`config.mk`:
```
export PLATFORM = sky130hd
export DESIGN_NAME = data_line
export DESIGN_NICKNAME = d
export VERILOG_FILES = /design/src/rtl/data_line.sv
export SDC_FILE = /design/constraint.sdc
export NUM_CORES = 1
export LEC_CHECK = 0
export CAP_MARGIN = 20
export CORE_UTILIZATION = 45
export DETAILED_ROUTE_END_ITERATION = 7
export PLACE_DENSITY = 0.69
export SLEW_MARGIN = 20
export SYNTH_ARGS = -nofsm -noshare
export SYNTH_HDL_FRONTEND = slang
export SYNTH_SLANG_ARGS = --single-unit
```
`constraint.sdc`:
```
create_clock -name clk -period 1.65 [get_ports clk]
set_input_delay 0.495 -clock clk [delete_from_list [all_inputs] [get_ports clk]]
set_output_delay 0.495 -clock clk [all_outputs]
set_load 0.02 [all_outputs]
```
`src/rtl/data_line.sv`:
```
// data_line: one cache line of BYTES bytes with a word-wide CPU port and a
// beat-wise line-fill port.
//
// Optional feature: define DATA_PARITY_EN to keep one even-parity bit per
// stored byte and flag read-back parity errors on rd_perr. Without it, no
// parity is stored and rd_perr is tied low.
//
// Parameters
//   BYTES      bytes per line (power of two, >= WORD_BYTES)
//   WORD_BYTES bytes per access word (power of two, 1..8)
//   INIT       value loaded into every byte on reset
//
// Ports
//   clk         sole clock, rising edge
//   reset       asynchronous, active-low reset
//   cpu_we      word write request (honoured only while idle)
//   cpu_rd      word read request (honoured only while idle)
//   cpu_idx     word index within the line
//   cpu_be      per-byte write enables
//   cpu_wdata   write data
//   cpu_rdata   read data, one cycle after the request; holds otherwise
//   cpu_rvalid  read data valid pulse
//   fill_start  begin a line fill (sampled only while idle)
//   fill_valid  fill beat valid
//   fill_data   fill beat data, beat k lands in word k
//   fill_ready  high while a fill is accepting beats
//   fill_done   one-cycle pulse once the last beat has been written
//   busy        fill in progress or completing
//   dirty       line modified by the CPU since the last completed fill
//   rd_perr     parity error on the returned word, alongside cpu_rvalid
module data_line #(
  parameter int unsigned BYTES      = 16,
  parameter int unsigned WORD_BYTES = 4,
  parameter logic [7:0]  INIT       = 8'h00,
  localparam int unsigned WORDS     = BYTES / WORD_BYTES,
  localparam int unsigned IDX_W     = (WORDS > 1) ? $clog2(WORDS) : 1,
  localparam int unsigned W         = 8 * WORD_BYTES
) (
  input  logic                  clk,
  input  logic                  reset,
  input  logic                  cpu_we,
  input  logic                  cpu_rd,
  input  logic [IDX_W-1:0]      cpu_idx,
  input  logic [WORD_BYTES-1:0] cpu_be,
  input  logic [W-1:0]          cpu_wdata,
  output logic [W-1:0]          cpu_rdata,
  output logic                  cpu_rvalid,
  input  logic                  fill_start,
  input  logic                  fill_valid,
  input  logic [W-1:0]          fill_data,
  output logic                  fill_ready,
  output logic                  fill_done,
  output logic                  busy,
  output logic                  dirty,
  output logic                  rd_perr
);

  typedef enum logic [1:0] {IDLE, FILL, DONE} state_t;

  state_t                    state, state_nx;
  logic [IDX_W-1:0]          cnt, cnt_nx;
  logic [WORDS-1:0][W-1:0]   line;

  logic beat;
  logic last_beat;
  logic wr_en;
  logic rd_en;

  assign busy      = (state != IDLE);
  assign beat      = (state == FILL) && fill_valid;
  assign last_beat = (cnt == IDX_W'(WORDS - 1));
  // A fill request takes priority over a same-cycle write; reads still go.
  assign wr_en     = (state == IDLE) && cpu_we && !fill_start;
  assign rd_en     = (state == IDLE) && cpu_rd;

  always_ff @(posedge clk or negedge reset) begin
    if (!reset) begin
      state <= IDLE;
      cnt   <= '0;
    end else begin
      state <= state_nx;
      cnt   <= cnt_nx;
    end
  end

  always_comb begin
    state_nx   = state;
    cnt_nx     = cnt;
    fill_ready = 1'b0;
    fill_done  = 1'b0;
    case (state)
      IDLE: begin
        if (fill_start) begin
          state_nx = FILL;
          cnt_nx   = '0;
        end
      end
      FILL: begin
        fill_ready = 1'b1;
        if (fill_valid) begin
          if (last_beat) begin
            state_nx = DONE;
            cnt_nx   = '0;
          end else begin
            cnt_nx = cnt + IDX_W'(1);
          end
        end
      end
      DONE: begin
        fill_done = 1'b1;
        state_nx  = IDLE;
      end
      default: state_nx = IDLE;
    endcase
  end

  always_ff @(posedge clk or negedge reset) begin
    if (!reset) begin
      line <= {(WORDS * WORD_BYTES){INIT}};
    end else if (beat) begin
      line[cnt] <= fill_data;
    end else if (wr_en) begin
      for (int unsigned i = 0; i < WORD_BYTES; i++) begin
        if (cpu_be[i]) line[cpu_idx][8*i +: 8] <= cpu_wdata[8*i +: 8];
      end
    end
  end

  always_ff @(posedge clk or negedge reset) begin
    if (!reset) begin
      dirty <= 1'b0;
    end else if (state == DONE) begin
      dirty <= 1'b0;
    end else if (wr_en && (|cpu_be)) begin
      dirty <= 1'b1;
    end
  end

  // Read samples the array before this edge's write lands: read-before-write.
  always_ff @(posedge clk or negedge reset) begin
    if (!reset) begin
      cpu_rdata  <= '0;
      cpu_rvalid <= 1'b0;
    end else begin
      cpu_rvalid <= rd_en;
      if (rd_en) cpu_rdata <= line[cpu_idx];
    end
  end

`ifdef DATA_PARITY_EN
  logic [WORDS-1:0][WORD_BYTES-1:0] par;
  logic [WORD_BYTES-1:0]            byte_err;

  always_ff @(posedge clk or negedge reset) begin
    if (!reset) begin
      par <= {(WORDS * WORD_BYTES){^INIT}};
    end else if (beat) begin
      for (int unsigned i = 0; i < WORD_BYTES; i++) begin
        par[cnt][i] <= ^fill_data[8*i +: 8];
      end
    end else if (wr_en) begin
      for (int unsigned i = 0; i < WORD_BYTES; i++) begin
        if (cpu_be[i]) par[cpu_idx][i] <= ^cpu_wdata[8*i +: 8];
      end
    end
  end

  // Even parity: byte bits plus stored bit must XOR to zero.
  always_comb begin
    byte_err = '0;
    for (int unsigned i = 0; i < WORD_BYTES; i++) begin
      byte_err[i] = ^{line[cpu_idx][8*i +: 8], par[cpu_idx][i]};
    end
  end

  always_ff @(posedge clk or negedge reset) begin
    if (!reset) begin
      rd_perr <= 1'b0;
    end else begin
      rd_perr <= rd_en && (|byte_err);
    end
  end
`else
  assign rd_perr = 1'b0;
`endif

endmodule

```
==> results.txt <==
Clock buffer depth: 2
Vias per std cell: 6.63
Post-synthesis adder-cell area fraction: 0.531%
Syn nets: 728
Initial Utilization: 46.3%
Leakage power: 5.73 nW
Largest net degree at the start of global routing: 49
Die Y: 147 microns
Final Hold Vio Count: 0
Worst setup margin: -0.212 ns
Total track usage: 28.3%
Synth area leaders: dfrtp_1 (44%), mux2_4 (15%), a32o_1 (14%)
DR iter-0 viols: 780
Clk root buf: clkbuf_16
Post-synth top area share: 44.0%
Nets: 897
Switch share: 32.4%
Sw power: 6.24 mW
Kind of critical path: reg -> reg
Skew final: 0.0109 ns
Die W: 147 microns
Yosys top cell by area: dfrtp_1
Critical Path Fanout Max: 17
Vias post-DR: 7278
Overall power: 19.3 mW
Max VDD drop: 0.930 mV
Later-pin clock latency in the skew report: 0.43 ns
Final period util: 113%
Worst Path Required: 1.96 ns
Synth Area in XOR/XNOR: 0%
CTS tree: yes
CTS Sinks: 166
Gate Count Post-Synth: 648
Slowest CP cell: dfrtp_2
CP max stage delay: 0.43 ns
Num CTS Buffers: 17
Violated checks: negative setup slack
Seq/Total Area, Yosys: 44.0%
Peak Freq: 537 MHz
DP Worst Slack: -0.752 ns
Detail Route Antenna Nets: 0
Core Area: 0.0204 sq mm
Maximum capacitance violations: 0
Initial antenna violation count: 1
Pint: 13.0 mW
Yosys cell types: 30
Clock power frac: 18.8%
Synth Area in Compound Gates: 15.6%
Final wirelength: 30600 microns
Placed cell areas: 0.0111 sq mm
Pwr/cell area: 1490 mW/mm^2
GRT overflow: 0
Max Slew Vio Count: 0
First-pass GRT wire length: 46300 microns
Most common cell after layout, fill and taps aside: dfrtp_1
Synthesized area per cell: 14.6 sq um
Largest family of logic cells by synthesized area: multiplexers
Flop pwr share: 34.2%
Row cnt: 52
Flops & latches, synth: 166
Final core utilization: 63.7%
Synthesized cell area: 0.00943 sq mm
Status: finished, violations left
GP Congestion: 0.849
Simple-Gate Fraction of Synth Area: 3.69%
Layout cell share with drive strength beyond 1: 46.1%
Setup crit start kind: flop
Critical path endpoint category: flop
H-tree levels: 4
Final HPWL DP: 17100 microns
Drt pass-1 iters: 6
RSZ-0062 raised after global routing: yes
Final setup violation count: 163
Setup tns final: -25.11 ns
Class of the worst hold path: reg -> reg
Layout Cell Area excl Fill: 0.0130 sq mm
IO Count: 114
PortBufs: 112
DR DRC count: 0
Warnings from Yosys: 0
Area Overhead vs Synth: 37.4%
Most frequent cells in the layout: dfrtp_1 (164), mux2_4 (159), a32o_1 (125), clkdlybuf4s50_1 (69), buf_4 (50)
Gate power share: 47.1%
DR WL/cell: 27.9 microns
Final worst path period need: 1.86 ns
Arrival time worst endpoint: 2.17 ns
Multiplexer share of the synthesized area: 30.6%
Clock slew at reported path FFs: 0.06 ns
Die area: 0.0215 sq mm
Critical-path cell list: buf_6 -> nand3b_1 -> buf_6 -> buf_12 -> buf_12 -> a32o_1 -> mux2_4
Number of global-route vias before repair: 7794
-- cells by family after synthesis --
family,Yosys count
adders and majority gates,4
DFF,166
other,1
AOI/OAI and AO/OA,151
muxes,192
buffers and inverters,84
and+or+nand+nor,50
-- timing repair --
item	4_1_cts	5_1_grt
hold buffers	1	0
gates resized for setup	179	70
endpoints found under the hold margin	21	0
pin swaps	17	15
cloned	20	5
setup buffers	19	9
endpoints found under the setup margin	198	190
-- path summary, 6_finish.rpt --
path / startpoint / to / slack, ns / depth (start not counted)
worst max-delay path: state[1] / line[104] / -0.21 / 7
worst min-delay path: line[111] / line[111] / 0.50 / 1
worst max register to register: state[1] / line[104] / -0.21 / 7
worst min register to register: line[111] / line[111] / 0.50 / 1
max in group asynchronous: reset / state[0] / 0.56 / 3
min in group asynchronous: reset / cpu_rdata[6] / 0.51 / 2
-- synth_stat cells --
cell      instances
a21oi_1           1
buf_4             5
a31oi_1           1
a31o_2           14
nor2_1            2
mux2_4           96
a22o_1            2
buf_2            33
conb_1            1
nand3b_1          2
nor4b_4           1
or4b_2            1
o21ai_0           2
dfrtp_1         166
or2_2             1
a31o_1            2
and2_1           33
mux4_2           32
o21bai_1          1
nor2_2            1
clkbuf_1         22
buf_1             1
or4_1             1
a32o_1          128
inv_1             3
ha_1              4
nor2b_1           4
buf_6            20
and4b_1           4
mux2_2           64
-- flip-flops by register name, summed over array words and instances, names as in the netlist --
name,count
state,2
cpu_rvalid,1
dirty,1
line,128
cnt,2
cpu_rdata,32
-- worst max-delay path, delay by kind of cell (launching register included) --
family,cells,cell delay [ns]
AOI/OAI and AO/OA,1,0.27
DFF,1,0.43
muxes,1,0.26
buffers and inverters,4,0.60
and+or+nand+nor,1,0.16
-- cell type report --
type | count | area [sq um]
diodes | 1 | 2.50
clock buffers | 19 | 433
clock inverters | 9 | 82.6
fillers | 1416 | 7400
inverters | 3 | 11.3
multi-input cells | 398 | 5200
flip-flops and latches | 166 | 4160
well taps | 270 | 338
repair buffers | 231 | 2740
-- per-stage QoR --
step / hold slack, ns / std cells
floorplan: 0.199 / 648
global placement: 0.388 / 1025
detailed placement: 0.389 / 1025
CTS: 0.505 / 1091
global route: 0.514 / 1097
finish: 0.501 / 1097
-- power by group through the flow --
stage | Clock (mW) | Combinational (mW) | Sequential (mW)
global placement | 0 | 6.62 | 6.41
global route | 3.85 | 9.42 | 6.71
detailed placement | 0 | 6.82 | 6.49
CTS | 3.66 | 8.65 | 6.47
floorplan | 0 | 4.94 | 6.37
finish | 3.62 | 9.08 | 6.59
-- layer usage --
metal  wire length, microns  GRT usage [%]  up-vias
met1                  12000           36.6     3732
met4                   1000           12.3        0
met5                      0              0        -
met3                   2740           6.58       97
li1                       -              -     2945
met2                  14800           45.5      504
Note: power is estimated with default switching activity, not from simulation.
